<file path="src/rtl/mem_bus_ctrl_pkg.sv">
// Shared definitions for the MEM-stage data-bus master.
//   mb_state_e    : FSM state encoding (IDLE/BUSY/HOLD)
//   STOP/NO_STOP  : stall request levels toward ctrl.stall_from_mem
//   ZERO_WORD     : 32-bit zero used for idle data paths
//   STALL_MEM_BIT : position of the MEM-stage hold bit in the ctrl stall vector
package mem_bus_ctrl_pkg;

  typedef enum logic [1:0] {
    MB_IDLE = 2'b00,
    MB_BUSY = 2'b01,
    MB_HOLD = 2'b10
  } mb_state_e;

  localparam logic        STOP          = 1'b1;
  localparam logic        NO_STOP       = 1'b0;
  localparam logic [31:0] ZERO_WORD     = 32'h0000_0000;
  localparam int          STALL_MEM_BIT = 4;

endpackage

</file>
<file path="src/rtl/mem_bus_ctrl.sv">
// MEM-stage data-bus master: turns a MEM-stage load/store into a
// Wishbone-classic cycle, stalls the pipeline until the access completes,
// and holds the load data stable until the MEM stage is released.
//
// state | meaning
// ------+-----------------------------------------------------------
// IDLE  | no access; a new request launches a bus cycle
// BUSY  | CYC/STB asserted, waiting for ACK or timeout
// HOLD  | access done, rd_buf presented until MEM stage moves on
//
// Ports:
//   clk, rst          clock (rising edge), async active-high reset
//   stall_i[5:0]      ctrl stall vector, bit 4 = MEM stage held
//   flush_i           pipeline flush, drops the current access
//   mem_req_i/we/addr/sel/wdata   MEM-stage access request
//   mem_rdata_o       load data (valid in HOLD only)
//   stall_req_o       pipeline stall request while access incomplete
//   bus_err_o         one-cycle pulse on timeout abort
//   bus_*_o           registered Wishbone master outputs
//   bus_rdata_i, bus_ack_i        Wishbone slave response
module mem_bus_ctrl
  import mem_bus_ctrl_pkg::*;
#(
  parameter int TIMEOUT = 16,
  parameter int CNT_W   = 5
) (
  input  logic        clk,
  input  logic        rst,
  input  logic [5:0]  stall_i,
  input  logic        flush_i,
  input  logic        mem_req_i,
  input  logic        mem_we_i,
  input  logic [31:0] mem_addr_i,
  input  logic [3:0]  mem_sel_i,
  input  logic [31:0] mem_wdata_i,
  output logic [31:0] mem_rdata_o,
  output logic        stall_req_o,
  output logic        bus_err_o,
  output logic        bus_cyc_o,
  output logic        bus_stb_o,
  output logic        bus_we_o,
  output logic [31:0] bus_addr_o,
  output logic [3:0]  bus_sel_o,
  output logic [31:0] bus_wdata_o,
  input  logic [31:0] bus_rdata_i,
  input  logic        bus_ack_i
);

  localparam logic [CNT_W-1:0] CNT_TC = CNT_W'(TIMEOUT - 1);

  mb_state_e        state;
  logic [CNT_W-1:0] counter;
  logic             flushed;
  logic [31:0]      rd_buf;
  logic             access_done;

  // Only the MEM-stage bit of the stall vector matters here.
  logic unused_stall;
  assign unused_stall = ^{stall_i[5], stall_i[3:0]};

  // Ack takes priority over a coincident timeout.
  assign access_done = bus_ack_i || (counter == CNT_TC);

  always_ff @(posedge clk or posedge rst) begin
    if (rst) begin
      state       <= MB_IDLE;
      counter     <= '0;
      flushed     <= 1'b0;
      rd_buf      <= ZERO_WORD;
      bus_err_o   <= 1'b0;
      bus_cyc_o   <= 1'b0;
      bus_stb_o   <= 1'b0;
      bus_we_o    <= 1'b0;
      bus_addr_o  <= ZERO_WORD;
      bus_sel_o   <= 4'b0000;
      bus_wdata_o <= ZERO_WORD;
    end else begin
      bus_err_o <= 1'b0;
      case (state)
        MB_IDLE: begin
          if (mem_req_i && !flush_i) begin
            bus_cyc_o   <= 1'b1;
            bus_stb_o   <= 1'b1;
            bus_we_o    <= mem_we_i;
            bus_addr_o  <= mem_addr_i;
            bus_sel_o   <= mem_sel_i;
            bus_wdata_o <= mem_wdata_i;
            counter     <= '0;
            state       <= MB_BUSY;
          end
        end
        MB_BUSY: begin
          counter <= counter + CNT_W'(1);
          if (flush_i) flushed <= 1'b1;
          if (access_done) begin
            bus_cyc_o <= 1'b0;
            bus_stb_o <= 1'b0;
            rd_buf    <= (bus_ack_i && !bus_we_o) ? bus_rdata_i : ZERO_WORD;
            bus_err_o <= !bus_ack_i;
            flushed   <= 1'b0;
            // A flush landing on the completing cycle also kills the
            // instruction, so it must not reach HOLD either.
            state     <= (flushed || flush_i) ? MB_IDLE : MB_HOLD;
          end
        end
        MB_HOLD: begin
          if (!stall_i[STALL_MEM_BIT] || flush_i) state <= MB_IDLE;
        end
        default: state <= MB_IDLE;
      endcase
    end
  end

  always_comb begin
    stall_req_o = NO_STOP;
    mem_rdata_o = ZERO_WORD;
    case (state)
      MB_IDLE: if (mem_req_i && !flush_i) stall_req_o = STOP;
      MB_BUSY: stall_req_o = STOP;
      MB_HOLD: mem_rdata_o = rd_buf;
      default: ;
    endcase
  end

endmodule

</file>
<file path="config.mk">
export PLATFORM = sky130hd
export DESIGN_NAME = mem_bus_ctrl
export DESIGN_NICKNAME = d
export VERILOG_FILES = /design/src/rtl/mem_bus_ctrl_pkg.sv /design/src/rtl/mem_bus_ctrl.sv
export SDC_FILE = /design/constraint.sdc
export NUM_CORES = 1
export LEC_CHECK = 0
export ABC_CLOCK_PERIOD_IN_PS = 3690
export CORE_MARGIN = 1.5
export CORE_UTILIZATION = 37
export CTS_CLUSTER_DIAMETER = 30
export CTS_CLUSTER_SIZE = 8
export DETAILED_ROUTE_END_ITERATION = 12
export PLACE_DENSITY = 0.83
export SYNTH_ARGS = -nofsm -noshare
export SYNTH_HDL_FRONTEND = slang
export SYNTH_SLANG_ARGS = --single-unit
</file>
<file path="constraint.sdc">
create_clock -name clk -period 3.69 [get_ports clk]
set_input_delay 0.9225 -clock clk [delete_from_list [all_inputs] [get_ports clk]]
set_output_delay 0.9225 -clock clk [all_outputs]
set_load 0.03 [all_outputs]
</file>
# --- After elaboration in Yosys (flattened, before gate mapping) ---
# Cells that the tools add are included.
classes:
  n_addsub: 1
  n_eq_ne: 6
  n_mux: 18
  n_reduce_logical: 18
op_table:
  columns: ["cell", "count"]
  rows:
  - ["32-bit two-way mux", 2]
  - ["5-bit one-hot mux with 2 select lines", 1]
  - ["2-bit two-way mux", 4]
  - ["2-bit AND reduction", 4]
  - ["1-bit two-way mux", 7]
  - ["2-bit != test (second input constant)", 3]
  - ["2-bit one-hot mux with 3 select lines", 1]
  - ["3-bit AND reduction", 2]
  - ["5-bit by 1-bit adder with 5-bit output (second input constant)", 1]
  - ["5-bit by 4-bit == test with 1-bit output (second input constant)", 1]
  - ["5-bit two-way mux", 1]
  - ["1-bit logical NOT", 4]
  - ["1-bit one-hot mux with 2 select lines", 2]
  - ["2-bit nonzero test", 2]
  - ["1-bit logical OR", 3]
  - ["2-bit by 1-bit == test with 1-bit output (second input constant)", 1]
  - ["2-bit == test (second input constant)", 1]
  - ["1-bit logical AND", 2]
  - ["2-bit logical NOT", 1]
word_totals:
  register_bits: 111
  elab_cells: 53

# --- Logic depth before layout (Yosys ltp) ---
depth:
  ltp_word: 4
  depth_mapped: 7
  depth_no_buf: 6

# --- Worst setup path before layout ---
# No wires, ideal clock.
synth_path:
  path_kind: "input to output"
  start: "input flush_i"
  end: "output stall_req_o"
  arrival_ns: 1.802
  required_ns: 2.768
  path_slack_ns: 0.966
  stages: 3
  cell_sequence: "or4b_4 buf_6 nand2_1"
synth_between:
  elab_chain_cells: 4
synth_lines:
  columns: ["item", "line_no", "rtl"]
  rows:
  - ["start: declaration", "mem_bus_ctrl.sv:30", "input logic flush_i,"]
  - ["1-bit logical NOT", "mem_bus_ctrl.sv:118", "MB_IDLE: if (mem_req_i && !flush_i) stall_req_o = STOP;"]
  - ["1-bit logical AND", "mem_bus_ctrl.sv:118", null]
  - ["1-bit two-way mux", "mem_bus_ctrl.sv:118", null]
  - ["1-bit one-hot mux with 2 select lines", "mem_bus_ctrl.sv:117", "case (state)"]
  - ["end: declaration", "mem_bus_ctrl.sv:37", "output logic stall_req_o,"]
# No other way between the ends.

# --- Worst setup path in the final report ---
# Ends and elaborated chain as after synthesis.

==> flow_summary.toml <==
[timing]
rsz0062_at_grt = "false"
clock_skew_ns = 0.009056
setup_viol = 0
period_share = 0.8471
slew_headroom = 0.5085
period_needed_ns = 3.126
hold_viol = 0
tns_ns = 0
slew_violations = 0
fmax_mhz = 319.9
worstMarginPinSlew_ns = 0.7373

[finish]
multiInputGateArea_um2 = 1655
regArea_um2 = 2778
final_core_util = 0.5913
diodes = 0
nets = 828
nFillCells = 1024
layout-drive-gt1-share = 0.03905
final_cells = 885
area_delta_synth_final_pct = 54.64

[routing]
dr.pass1.iters = 4
routed_via_density = 4.719
dr.first_iter.drc_count = 264
remaining_drc_errors = 0
routed_wl_mm = 12.07
num_vias = 4176
ant_nets = 0
wl_per_cell_um = 13.64

[yosys]
synthesis.area_um2 = 4612
syn_nets = 631
yosys.area.top_type = "dfrtp_1"
yosysSeqAreaShare = 0.6023
synth.most_common_cell = "nand2_1"
synth_edf_count = 0
yosys_warnings = 0
netlist_instances = 517
async_reset_ff_frac = 1.000
synth_seq_cells = 111
syn_area_per_cell_um2 = 8.921
ys_top_cells_by_area = "dfrtp_1 (60%), nand2_1 (20%), o21ai_0 (7.2%), and2_1 (4.3%), clkbuf_1 (1.5%)"
ys.flop_type = "dfrtp_1"
synth_commonest_cells = "nand2_1 (243), dfrtp_1 (111), o21ai_0 (66), and2_1 (32), clkbuf_1 (19)"
synth_top_area_frac = 0.6023
ys_types = 26

[cts]
cts_resized = 0
insertion_delay_ns = 0.34
clock-root-buffer = "clkbuf_16"
htreeDepth = 3
clkSlewWorstSetupHoldPaths_ns = 0.06
clockBufferDepth = 2
cts_tree = "done"
holdBufCountCts = 0
post_cts_buffers = 0
cts_buffers = 9
cts_sinks = 111

[floorplanning]
die_h_um = 114.6
start_util = 0.3824
die_w_um = 114.6
rows = 40
core_um2 = 12060
dieArea_um2 = 13140
io_pins = 217

[power]
irDropWorstVdd_mv = 0.2628
p_leak_nw = 3.288
pwr_density_cell_nw_per_um2 = 564.6

[global_routing]
grt_pass1_vias = 4127
antenna_found_initial = 0
grt_start_max_net_pins = 75
globalRoute.totalOverflow = 0
grt_pass1_wl_mm = 19.55
track_usage = 0.1874

[status]
status = "completed"

[setup_path]
critical_path_arrival_ns = 2.20
critPathLaunchType = "primary input"
required_ns = 2.77
crit_type = "in2out"
cp_max_fo = 4
endpoint_kind = "output pin"

[place]
place_hpwl_mm = 8.608
gp_congestion = 0.7553
placed_cells = 871
portBuffers = 211

[hold_path]
hold_path.class = "reg2reg"

[job]
max_cap_violations = 0
-- power breakdown --
group	switching (mW)	internal, mW	leakage [nW]
registers	0.164	1.52	1.41
clock network	0.412	0.538	0.134
logic	0.809	0.587	1.74
total	1.38	2.64	3.29
-- placed cells by master (no fill, tap or decap), drive strengths merged --
master	synthesis	final
and2b	1	1
nor4b	1	1
o31ai	1	1
clkdlybuf4s50	0	210
o21ai	68	68
o21a	1	1
a21oi	4	4
or3	1	1
clkbuf	19	11
inv	2	1
nand3	5	5
a21o	1	1
dfrtp	111	111
and2	32	32
bufinv	0	1
ha	2	2
nor2	3	3
xor2	1	1
nor2b	2	2
buf	15	10
and3	1	1
clkinvlp	0	3
nand2b	1	1
nor3b	1	1
nand2	243	243
or4b	1	1
-- state kept, by name, summed over array words and instances (netlist names) --
register	flops
bus_wdata_o	32
bus_addr_o	32
rd_buf	32
bus_stb_o	1
bus_sel_o	4
bus_err_o	1
counter	5
state	2
flushed	1
bus_we_o	1
-- layer usage --
layer	vias to the layer above	global-route usage	wire (um)	part of all wire
met3	16	0.04341	1075	0.089
met4	0	0.07083	202	0.017
met1	1951	0.2335	5089	0.42
met2	190	0.3174	5704	0.47
li1	2019	-	-	-
met5	-	0	0	0
-- layout make-up --
cell class,count,share of cell area
Tap cell,168,0.02947
Timing Repair Buffer,220,0.3070
Clock buffer,11,0.03404
Multi-Input combinational cell,370,0.2321
Sequential cell,111,0.3895
Inverter,2,0.001579
Clock inverter,3,0.006316
-- worst max-delay path, cell delays in order --
cell and delay [ns]:
clkdlybuf4s50_1 0.49, or4b_4 0.52, nand2_1 0.10, buf_4 0.17
-- kinds of logic after synthesis --
family / after synthesis / share of synthesized area
AO/OA/AOI/OAI: 75 / 0.08302
XOR/XNOR: 1 / 0.001899
adder cells (fa/ha/maj): 2 / 0.005425
buffers and inverters: 36 / 0.04205
flip-flops: 111 / 0.6023
AND/OR/NAND/NOR: 292 / 0.2653
-- stage by stage --
| stage | power [mW] | instance area [um^2] | setup WS, ns | hold WS [ns] |
|---|---|---|---|---|
| floorplan | 2.458 | 4616 | 0.9660 | 0.4560 |
| global placement | 3.058 | 6844 | 0.5642 | 0.4563 |
| detailed placement | 3.111 | 6844 | 0.5620 | 0.4612 |
| CTS | 4.067 | 7132 | 0.5584 | 0.4780 |
| global route | 4.260 | 7132 | 0.5007 | 0.4904 |
| finish | 4.026 | 7132 | 0.5644 | 0.4728 |
-- worst paths after layout --
path	slack (ns)	from	end	cells past startpoint
setup / recovery	0.56	flush_i	stall_req_o	4
hold / removal	0.47	bus_addr_o[1]	bus_addr_o[1]	2
setup reg to reg	1.89	counter[0]	state[1]	7
hold reg to reg	0.47	bus_addr_o[1]	bus_addr_o[1]	2
max in group asynchronous	1.94	rst	counter[0]	3
min in group asynchronous	0.98	rst	bus_wdata_o[5]	2
Note: power is estimated with default switching activity, not from simulation.
